$ cat src/rtl/any1_branch_resolve_if.sv
// Issue-side and retire-side handshake bundle of the branch-resolution unit.
interface any1_branch_resolve_if #(
  parameter int unsigned WID  = 64,
  parameter int unsigned AWID = 32,
  parameter int unsigned TAGW = 4
);
  logic            flush_i;
  logic            in_valid_i;
  logic            in_ready_o;
  logic [3:0]      cond_i;
  logic [WID-1:0]  a_i;
  logic [WID-1:0]  b_i;
  logic [TAGW-1:0] tag_i;
  logic            pred_i;
  logic [AWID-1:0] tgt_i;
  logic [AWID-1:0] fall_i;
  logic            out_valid_o;
  logic            out_ready_i;
  logic [TAGW-1:0] out_tag_o;
  logic            takb_o;
  logic            mispred_o;
  logic [AWID-1:0] redirect_o;
  logic [31:0]     mispred_cnt_o;

  // Unit side
  modport slave (
    input  flush_i, in_valid_i, cond_i, a_i, b_i, tag_i, pred_i, tgt_i, fall_i,
           out_ready_i,
    output in_ready_o, out_valid_o, out_tag_o, takb_o, mispred_o, redirect_o,
           mispred_cnt_o
  );

  // Issue / commit side
  modport master (
    output flush_i, in_valid_i, cond_i, a_i, b_i, tag_i, pred_i, tgt_i, fall_i,
           out_ready_i,
    input  in_ready_o, out_valid_o, out_tag_o, takb_o, mispred_o, redirect_o,
           mispred_cnt_o
  );
endinterface

$ cat src/rtl/any1_branch_resolve.sv
// ANY-1 branch-resolution unit: 2-stage evaluate pipeline feeding an in-order
// result FIFO, with mispredict flagging, redirect address and saturating count.
module any1_branch_resolve #(
  parameter int unsigned WID   = 64,
  parameter int unsigned AWID  = 32,
  parameter int unsigned TAGW  = 4,
  parameter int unsigned DEPTH = 4
) (
  input logic                  clk_i,
  input logic                  rst_ni,
  any1_branch_resolve_if.slave bus
);

  localparam int unsigned BW = $clog2(WID);
  localparam int unsigned PW = $clog2(DEPTH);
  localparam int unsigned OW = $clog2(DEPTH + 1);

  // Stage 1: registered branch inputs
  logic            r_s1_v;
  logic [3:0]      r_s1_cond;
  logic [WID-1:0]  r_s1_a;
  logic [WID-1:0]  r_s1_b;
  logic [TAGW-1:0] r_s1_tag;
  logic            r_s1_pred;
  logic [AWID-1:0] r_s1_tgt;
  logic [AWID-1:0] r_s1_fall;

  // Stage 2: evaluated result
  logic            r_s2_v;
  logic            r_s2_takb;
  logic            r_s2_mis;
  logic [AWID-1:0] r_s2_redir;
  logic [TAGW-1:0] r_s2_tag;

  // Result FIFO
  logic [TAGW-1:0] r_f_tag   [DEPTH];
  logic            r_f_takb  [DEPTH];
  logic            r_f_mis   [DEPTH];
  logic [AWID-1:0] r_f_redir [DEPTH];
  logic [PW-1:0]   r_head;
  logic [PW-1:0]   r_tail;
  logic [OW-1:0]   r_fcnt;

  logic [OW-1:0]   r_occ;
  logic            r_in_ready;
  logic [31:0]     r_mispred_cnt;

  logic            w_accept;
  logic            w_pop;
  logic            w_out_valid;
  logic            w_takb;
  logic [OW-1:0]   w_occ_nxt;
  logic [OW-1:0]   w_fcnt_nxt;

  function automatic logic [PW-1:0] ptr_inc(input logic [PW-1:0] p);
    return (p == PW'(DEPTH - 1)) ? '0 : p + PW'(1);
  endfunction

  assign w_out_valid = (r_fcnt != '0);
  assign w_accept    = bus.in_valid_i & r_in_ready;
  assign w_pop       = w_out_valid & bus.out_ready_i;

  // Branch condition evaluation on the stage-1 operands
  always_comb begin
    w_takb = 1'b0;
    case (r_s1_cond)
      4'd0:    w_takb = (r_s1_a == r_s1_b);
      4'd1:    w_takb = (r_s1_a != r_s1_b);
      4'd2:    w_takb = ($signed(r_s1_a) <  $signed(r_s1_b));
      4'd3:    w_takb = ($signed(r_s1_a) >= $signed(r_s1_b));
      4'd4:    w_takb = (r_s1_a <  r_s1_b);
      4'd5:    w_takb = (r_s1_a >= r_s1_b);
      4'd6:    w_takb = r_s1_a[r_s1_b[BW-1:0]];
      4'd7:    w_takb = ~r_s1_a[r_s1_b[BW-1:0]];
      4'd8:    w_takb = 1'b1;
      default: w_takb = 1'b0;
    endcase
  end

  // Next occupancy (pipeline + FIFO) and next FIFO fill level
  always_comb begin
    w_occ_nxt  = r_occ;
    w_fcnt_nxt = r_fcnt;
    if (w_accept && !w_pop)      w_occ_nxt = r_occ + OW'(1);
    else if (!w_accept && w_pop) w_occ_nxt = r_occ - OW'(1);
    if (r_s2_v && !w_pop)        w_fcnt_nxt = r_fcnt + OW'(1);
    else if (!r_s2_v && w_pop)   w_fcnt_nxt = r_fcnt - OW'(1);
  end

  // Stage 1 capture
  always_ff @(posedge clk_i or negedge rst_ni) begin
    if (!rst_ni) begin
      r_s1_v    <= 1'b0;
      r_s1_cond <= '0;
      r_s1_a    <= '0;
      r_s1_b    <= '0;
      r_s1_tag  <= '0;
      r_s1_pred <= 1'b0;
      r_s1_tgt  <= '0;
      r_s1_fall <= '0;
    end else begin
      r_s1_v <= w_accept & ~bus.flush_i;
      if (w_accept) begin
        r_s1_cond <= bus.cond_i;
        r_s1_a    <= bus.a_i;
        r_s1_b    <= bus.b_i;
        r_s1_tag  <= bus.tag_i;
        r_s1_pred <= bus.pred_i;
        r_s1_tgt  <= bus.tgt_i;
        r_s1_fall <= bus.fall_i;
      end
    end
  end

  // Stage 2 capture of the resolved branch
  always_ff @(posedge clk_i or negedge rst_ni) begin
    if (!rst_ni) begin
      r_s2_v     <= 1'b0;
      r_s2_takb  <= 1'b0;
      r_s2_mis   <= 1'b0;
      r_s2_redir <= '0;
      r_s2_tag   <= '0;
    end else begin
      r_s2_v <= r_s1_v & ~bus.flush_i;
      if (r_s1_v) begin
        r_s2_takb  <= w_takb;
        r_s2_mis   <= w_takb ^ r_s1_pred;
        r_s2_redir <= w_takb ? r_s1_tgt : r_s1_fall;
        r_s2_tag   <= r_s1_tag;
      end
    end
  end

  // Result FIFO storage; occupancy bound guarantees a free slot on write
  always_ff @(posedge clk_i or negedge rst_ni) begin
    if (!rst_ni) begin
      for (int i = 0; i < int'(DEPTH); i++) begin
        r_f_tag[i]   <= '0;
        r_f_takb[i]  <= 1'b0;
        r_f_mis[i]   <= 1'b0;
        r_f_redir[i] <= '0;
      end
    end else if (r_s2_v && !bus.flush_i) begin
      r_f_tag[r_tail]   <= r_s2_tag;
      r_f_takb[r_tail]  <= r_s2_takb;
      r_f_mis[r_tail]   <= r_s2_mis;
      r_f_redir[r_tail] <= r_s2_redir;
    end
  end

  // FIFO pointers, fill level, occupancy and ready
  always_ff @(posedge clk_i or negedge rst_ni) begin
    if (!rst_ni) begin
      r_head     <= '0;
      r_tail     <= '0;
      r_fcnt     <= '0;
      r_occ      <= '0;
      r_in_ready <= 1'b1;
    end else if (bus.flush_i) begin
      r_head     <= '0;
      r_tail     <= '0;
      r_fcnt     <= '0;
      r_occ      <= '0;
      r_in_ready <= 1'b1;
    end else begin
      if (r_s2_v) r_tail <= ptr_inc(r_tail);
      if (w_pop)  r_head <= ptr_inc(r_head);
      r_fcnt     <= w_fcnt_nxt;
      r_occ      <= w_occ_nxt;
      r_in_ready <= (w_occ_nxt < OW'(DEPTH));
    end
  end

  // Saturating mispredict counter, bumped on each retired mispredict
  always_ff @(posedge clk_i or negedge rst_ni) begin
    if (!rst_ni) begin
      r_mispred_cnt <= '0;
    end else if (w_pop && r_f_mis[r_head] && !bus.flush_i && (r_mispred_cnt != '1)) begin
      r_mispred_cnt <= r_mispred_cnt + 32'd1;
    end
  end

  assign bus.in_ready_o    = r_in_ready;
  assign bus.out_valid_o   = w_out_valid;
  assign bus.out_tag_o     = r_f_tag[r_head];
  assign bus.takb_o        = r_f_takb[r_head];
  assign bus.mispred_o     = r_f_mis[r_head] & w_out_valid;
  assign bus.redirect_o    = r_f_redir[r_head];
  assign bus.mispred_cnt_o = r_mispred_cnt;

endmodule

$ cat src/flat_wrapper.sv
// flat-port wrapper written by rule: the top's interface ports become plain ports
module any1_branch_resolve_flat 
#(
  parameter int unsigned WID   = 64,
  parameter int unsigned AWID  = 32,
  parameter int unsigned TAGW  = 4,
  parameter int unsigned DEPTH = 4
)
  (clk_i, rst_ni, bus_flush_i, bus_in_valid_i, bus_cond_i, bus_a_i, bus_b_i, bus_tag_i, bus_pred_i, bus_tgt_i, bus_fall_i, bus_out_ready_i, bus_in_ready_o, bus_out_valid_o, bus_out_tag_o, bus_takb_o, bus_mispred_o, bus_redirect_o, bus_mispred_cnt_o);
  any1_branch_resolve_if #(.WID(WID), .AWID(AWID), .TAGW(TAGW)) bus_i ();
  input logic clk_i;
  input logic rst_ni;
  input wire logic [$bits(bus_i.flush_i)-1:0] bus_flush_i;
  input wire logic [$bits(bus_i.in_valid_i)-1:0] bus_in_valid_i;
  input wire logic [$bits(bus_i.cond_i)-1:0] bus_cond_i;
  input wire logic [$bits(bus_i.a_i)-1:0] bus_a_i;
  input wire logic [$bits(bus_i.b_i)-1:0] bus_b_i;
  input wire logic [$bits(bus_i.tag_i)-1:0] bus_tag_i;
  input wire logic [$bits(bus_i.pred_i)-1:0] bus_pred_i;
  input wire logic [$bits(bus_i.tgt_i)-1:0] bus_tgt_i;
  input wire logic [$bits(bus_i.fall_i)-1:0] bus_fall_i;
  input wire logic [$bits(bus_i.out_ready_i)-1:0] bus_out_ready_i;
  output wire logic [$bits(bus_i.in_ready_o)-1:0] bus_in_ready_o;
  output wire logic [$bits(bus_i.out_valid_o)-1:0] bus_out_valid_o;
  output wire logic [$bits(bus_i.out_tag_o)-1:0] bus_out_tag_o;
  output wire logic [$bits(bus_i.takb_o)-1:0] bus_takb_o;
  output wire logic [$bits(bus_i.mispred_o)-1:0] bus_mispred_o;
  output wire logic [$bits(bus_i.redirect_o)-1:0] bus_redirect_o;
  output wire logic [$bits(bus_i.mispred_cnt_o)-1:0] bus_mispred_cnt_o;
  assign bus_i.flush_i = bus_flush_i;
  assign bus_i.in_valid_i = bus_in_valid_i;
  assign bus_i.cond_i = bus_cond_i;
  assign bus_i.a_i = bus_a_i;
  assign bus_i.b_i = bus_b_i;
  assign bus_i.tag_i = bus_tag_i;
  assign bus_i.pred_i = bus_pred_i;
  assign bus_i.tgt_i = bus_tgt_i;
  assign bus_i.fall_i = bus_fall_i;
  assign bus_i.out_ready_i = bus_out_ready_i;
  assign bus_in_ready_o = bus_i.in_ready_o;
  assign bus_out_valid_o = bus_i.out_valid_o;
  assign bus_out_tag_o = bus_i.out_tag_o;
  assign bus_takb_o = bus_i.takb_o;
  assign bus_mispred_o = bus_i.mispred_o;
  assign bus_redirect_o = bus_i.redirect_o;
  assign bus_mispred_cnt_o = bus_i.mispred_cnt_o;
  any1_branch_resolve #(.WID(WID), .AWID(AWID), .TAGW(TAGW), .DEPTH(DEPTH)) u_core (.clk_i(clk_i), .rst_ni(rst_ni), .bus(bus_i));
endmodule
$ cat config.mk
export PLATFORM = sky130hd
export DESIGN_NAME = any1_branch_resolve_flat
export DESIGN_NICKNAME = d
export VERILOG_FILES = /design/src/rtl/any1_branch_resolve_if.sv /design/src/rtl/any1_branch_resolve.sv /design/src/flat_wrapper.sv
export SDC_FILE = /design/constraint.sdc
export NUM_CORES = 1
export LEC_CHECK = 0
export ABC_AREA = 1
export ABC_CLOCK_PERIOD_IN_PS = 2520
export BUFFER_PORTS_ARGS = -buffer_cell sky130_fd_sc_hd__buf_4
export CORE_MARGIN = 1.5
export CORE_UTILIZATION = 51
export CTS_BUF_LIST = sky130_fd_sc_hd__clkbuf_2 sky130_fd_sc_hd__clkbuf_4 sky130_fd_sc_hd__clkbuf_8
export DETAILED_ROUTE_END_ITERATION = 6
export GPL_TIMING_DRIVEN = 0
export HOLD_SLACK_MARGIN = 0.08
export PLACE_DENSITY = 0.81
export SLEW_MARGIN = 15
export SYNTH_ARGS = -nofsm -noshare
export SYNTH_HDL_FRONTEND = slang
export SYNTH_SLANG_ARGS = --single-unit
$ cat constraint.sdc
create_clock -name clk_i -period 2.52 [get_ports clk_i]
set_clock_uncertainty 0.1 [all_clocks]
set_input_delay 0.378 -clock clk_i [delete_from_list [all_inputs] [get_ports clk_i]]
set_output_delay 0.378 -clock clk_i [all_outputs]
set_load 0.02 [all_outputs]
; Word-level counts from Yosys, hierarchy flattened
; Cells that the tools add are included.
[totals]
regBits = 436
latch_bits = 0
mem_bits_rw = 0
mem_bits_ro = 0
inputBits = 206
out_inout_bits = 72
wordCells = 131
mem_count = 0
[op_classes]
addsub = 7
mul = 0
div_mod_pow = 0
magnitude_cmp = 9
eq_ne = 13
n_shift = 0
n_mux = 39
bitwise_logic = 10
n_reduce_logical = 18
[op_table]
columns = cell, n
row1 = 128-bit bitwise mux, 1
row2 = 64-bit greater-or-equal comparator, 2
row3 = 64-bit less-than comparator, 2
row4 = 32-bit two-way mux, 4
row5 = 32-bit binary-select mux with 2-bit select, 1
row6 = 32-bit demux with 2-bit select, 1
row7 = 64-bit equality test, 1
row8 = 64-bit != test, 1
row9 = "32-bit by 1-bit adder with 32-bit output, second input constant", 1
row10 = "32-bit != test, second input constant", 1
row11 = 3-bit two-way mux, 6
row12 = 16-bit bitwise mux, 1
row13 = "4-bit by 3-bit equality test with 1-bit output, second input constant", 4
row14 = 2-bit two-way mux, 6
row15 = 4-bit two-way mux, 3
row16 = 1-bit logical AND, 9
row17 = 1-bit case mux with 9 select lines, 1
row18 = 4-bit binary-select mux with 2-bit select, 1
row19 = 4-bit bitwise mux, 2
row20 = 4-bit demux with 2-bit select, 1
row21 = "4-bit by 2-bit equality test with 1-bit output, second input constant", 2
row22 = "6-bit by 7-bit less-than comparator with 1-bit output, second input constant", 1
row23 = 1-bit two-way mux, 7
row24 = "3-bit by 1-bit adder with 3-bit output, second input constant", 2
row25 = other kinds (19), 35

; Longest topological paths before layout
[logic_depth]
word_depth = 7
depth_mapped = 25
ltp_nobuf = 23

; Worst setup path after synthesis
; No wires, ideal clock.
[synth_timing]
kind = register -> register
startpoint = register u_core.r_s1_b[1]
endpoint = register u_core.r_s2_redir[10]
setup_time_ps = 118
t_arrival_ps = 2308
required_ps = 2302
setup_slack_ps = -6
stages_incl_launch_ff = 26
path_buffers = 3
synth_period_minus_slack_ps = 2526
cell_sequence = dfrtp_1 -> buf_4 -> inv_4 -> buf_4 -> ha_1 -> nand2_1 -> nand2_1 -> nand2_1 -> nand2_1 -> nand2_1 -> nand2_1 -> nand2_1 -> nand2_1 -> nand2_1 -> nand2_1 -> nand2_1 -> nand2_1 -> nand2_1 -> nand3_1 -> nand2_1 -> clkinv_1 -> nor2_2 -> buf_4 -> nand2_1 -> nand3_1 -> nand2_1
[synth_between]
elab_chain_cells = 5
word_cells_on_any_way = 11
cone_classes = order compare (4) / eq/ne (2) / mux (4) / bitwise (1)
[synth_lines]
columns = element, line_no
row1 = from (decl), any1_branch_resolve.sv:22  ; logic [WID-1:0] r_s1_b;
row2 = from (signal assigned), any1_branch_resolve.sv:106  ; r_s1_b <= bus.b_i;
row3 = branches (longest 3 deep; another with 64-bit greater-or-equal comparator), --
row4 = 1-bit case mux with 9 select lines (*), any1_branch_resolve.sv:66  ; case (r_s1_cond)
row5 = 32-bit two-way mux (*), any1_branch_resolve.sv:128  ; r_s2_redir <= w_takb ? r_s1_tgt : r_s1_fall;
row6 = to (signal assigned), any1_branch_resolve.sv:128
row7 = to (decl), any1_branch_resolve.sv:32  ; logic [AWID-1:0] r_s2_redir;
; Every way passes the cells marked *. The select of a mux whose other input is x is not followed.
; A chain may end at the register's enable or synchronous reset.

; Final worst setup path
[layout_timing]
startpoint = register u_core.r_s1_a[31]
endpoint = register u_core.r_s2_redir[8]
[layout_between]
elab_chain_cells = 5
word_cells_on_any_way = 11
cone_classes = order compare (4) / eq/ne (2) / mux (4) / bitwise (1)
[layout_lines]
columns = element, line_no
row1 = from (decl), any1_branch_resolve.sv:21  ; logic [WID-1:0] r_s1_a;
row2 = from (signal assigned), any1_branch_resolve.sv:105  ; r_s1_a <= bus.a_i;
row3 = branches (longest 3 deep; another with 64-bit greater-or-equal comparator), --
row4 = 1-bit case mux with 9 select lines (*), any1_branch_resolve.sv:66
row5 = 32-bit two-way mux (*), any1_branch_resolve.sv:128
; Marks and branches as above.

==> reports/qor.yml <==
post-route-period-util: 1.17
hpwl_mm: 43.5
root_buffer: "clkbuf_8"
hold_depth: 5
maxSlewHeadroom: 0.366
worst_hold_path_type: "in2reg"
synth_fp_nets: 2760
status: "finished, violations left"
hold_viol: 0
cts_buffer_depth: 3
reg2reg_slack_ps: -440
track_usage: 0.351
vdd_drop_max_v: 0.000496
port-buffer-count: 277
clk_pin_slew_ps: 60
cts.sinks: 436
die_h_um: 203
met3_length_mm: 7.23
syn_to_final_growth_pct: 42.8
final_layout_size_suffix_gt1_frac: 0.249
antenna_found_initial: 9
core-area_um2: 39500
grt_max_degree: 110
critPathKind: "reg2reg"
setup_viol: 44
drt_pass1_iterations: 7
maxCapViolCount: 0
fin_crit_ps: 2960
drt-met1-wl_mm: 26.7
ys_seq_area_frac: 0.536
final_core_util: 0.735
drv_slew: 0
postLayoutSetupSlackWorst_ps: -436
tritoncts: "built"
viasPerCell: 5.78
die_area_um2: 41100
power.density_nw_per_um2: 981
cp.arrival_ps: 3440
fmax_mhz: 338
violations: "design-rule violations, negative setup slack"
gp_congestion: 0.930
synth_warnings: 0
end_kind: "flip-flop"
post-synth-top-area-cell: "dfrtp_1"
rsz0062_at_grt: "true"
cts_buffers: 75
r2r_cells: 18
ios: 278
hold_start: "bus_out_ready_i"
syn_avg_cell_area_um2: 8.21
synthTopCellsByArea: "dfrtp_1, nand2_1, o21ai_0"
ant_nets: 0
ys_seq_elements: 436
wire_per_inst_um: 20.7
grt_pass1_vias: 21500
dr.first_iter.drc_count: 2092
final_nets: 3378
num_vias: 21300
start_util: 0.515
fin_area_um2: 29100
worstPathMaxFanout: 6
dr.max_layer_used: "met5"
grt_overflow: 0
met2_length_mm: 37.2
p_leak_nw: 14.5
placedInstanceArea_um2: 23200
timing.rr.end: "u_core.r_s2_redir[8]"
routed_wl_mm: 76.4
grt_pass1_wl_mm: 113
syn_inst: 2481
clkLatencyLatePin_ps: 650
fp-row-count: 73
synthesis.area_um2: 20400
drc: 28
tightestPinTransition_ps: 951
htree_levels: 3
synth_top_area_frac: 0.535
hold_ws_ps: 158
r2r-start: "u_core.r_s1_a[31]"
die_width_um: 203
min_to: "u_core.r_head[1]"
fin_setup_tns_ps: -12550
worstPathRequired_ps: 3010
startpoint_type: "flip-flop"
synth.distinct_cells: 36
-- metrics by stage --
stage	total power [W]	instances	setup slack, ps
6_report	0.0285	3685	-436
3_5_place_dp	0.0179	3287	-849
5_1_grt	0.0298	3684	-489
3_3_place_gp	0.0175	3283	-3240
2_1_floorplan	0.0147	2481	9.13
4_1_cts	0.0263	3654	-157
-- cell usage after synthesis --
cell type,number
or4_1,1
nand2_1,841
inv_2,7
ha_1,72
xnor2_1,11
buf_2,7
nand4_1,12
buf_4,7
nor2_1,128
a21oi_1,35
o21ai_1,2
nor4_1,8
nand3_1,113
fa_1,1
xor2_1,22
buf_6,3
o31ai_1,1
o21a_1,3
nor2_2,6
nor3_2,2
nor3_1,9
clkbuf_1,104
clkinv_1,2
inv_4,2
a32o_1,1
dfstp_2,1
buf_1,4
o21ai_0,381
inv_1,215
nand3_2,2
o22ai_1,39
o21bai_1,1
nand2_2,1
dfrtp_1,435
a31oi_1,1
a21o_1,1
-- worst max-delay path: stages, from the launching register on --
cell	delay (ps)
dfrtp_1	510
ha_4	370
nand2_2	70
nor2_2	130
nand2_2	100
nor2_4	160
nand2_4	90
nor2_4	130
nor2_2	50
a21oi_1	130
nand2_1	90
nor2_2	140
buf_4	120
nand4_1	90
buf_6	170
clkbuf_16	170
nand2_1	100
nand3_2	70
nand2_1	100
-- what timing repair did --
action | CTS | global route
buffers inserted | 27 | 20
resized for setup | 221 | 288
endpoints found under the setup margin | 264 | 183
pin swaps | 41 | 67
hold endpoints to repair | 335 | 0
gates cloned | 6 | 5
hold buffers | 204 | 0
-- cell usage in the layout (no fill, tap or decap), types with 22 or more instances in the layout --
cell	instances
o21ai_0	328
dfrtp_1	433
buf_6	36
xor2_1	22
buf_4	304
nor2_2	36
o21ai_1	28
ha_1	51
nand2_2	35
clkbuf_4	24
o21ai_2	22
inv_1	198
nand3_2	24
a21oi_1	25
nand2_1	787
nor2_1	81
nand3_1	89
o22ai_2	27
clkbuf_8	100
clkbuf_1	59
dlygate4sd3_1	203
-- report_power, final --
| group | total (W) | internal, W | switching, W | leakage [nW] |
|---|---|---|---|---|
| Combinational | 0.0120 | 0.00493 | 0.00710 | 8.03 |
| Sequential | 0.00970 | 0.00860 | 0.00111 | 5.59 |
| Clock | 0.00677 | 0.00372 | 0.00305 | 0.842 |
| Total | 0.0285 | 0.0173 | 0.0113 | 14.5 |
-- registers in the layout (all words and copies together) (netlist names), 3 cells and up --
name / cells
u_core.r_f_mis: 4
u_core.r_s1_a: 64
u_core.r_s1_fall: 32
u_core.r_s2_redir: 32
u_core.r_f_takb: 4
u_core.r_f_tag: 16
u_core.r_occ: 3
u_core.bus.mispred_cnt_o: 32
u_core.r_s1_tag: 4
u_core.r_s1_cond: 4
u_core.r_s2_tag: 4
u_core.r_s1_tgt: 32
u_core.r_fcnt: 3
u_core.r_s1_b: 64
u_core.r_f_redir: 128
-- layout make-up --
| class | instances | area, um^2 |
|---|---|---|
| Multi-Input combinational cell | 1694 | 9290 |
| Antenna cell | 8 | 20.0 |
| Fill cell | 2524 | 10500 |
| Clock buffer | 116 | 1470 |
| Buffer | 123 | 865 |
| Inverter | 226 | 876 |
| Clock inverter | 14 | 103 |
| Timing Repair Buffer | 543 | 4890 |
| Sequential cell | 436 | 10900 |
| Tap cell | 525 | 657 |
-- worst max-delay path by stage --
stage,startpoint,endpoint,cells past startpoint
after CTS,u_core.r_s1_a[21],u_core.r_s2_redir[19],18
after floorplan,u_core.r_s1_b[1],u_core.r_s2_redir[10],25
after detailed placement,u_core.bus.in_ready_o,u_core.r_s1_cond[0],7
after global placement,rst_ni,u_core.r_s1_a[20],1
final,u_core.r_s1_a[31],u_core.r_s2_redir[8],18
after global routing,u_core.r_s1_a[31],u_core.r_s2_redir[9],18
-- cell families (layout without fill, tap and decap cells) --
logic type,Yosys count,in the layout,synth area share
AO/OA/AOI/OAI,465,465,0.118
adder cells (fa/ha/maj),73,73,0.0452
XOR/XNOR,33,33,0.0142
buffers and inverters,351,1022,0.0678
flip-flops,436,436,0.536
other,0,8,0
AND/OR/NAND/NOR,1123,1123,0.219
-- per-layer routing --
metal / vias up / global-route usage
met5: - / 0
met4: 2 / 0.204
met3: 432 / 0.0706
met2: 1486 / 0.595
met1: 10200 / 0.417
li1: 9206 / -
Power figures use the tool's default switching activity.
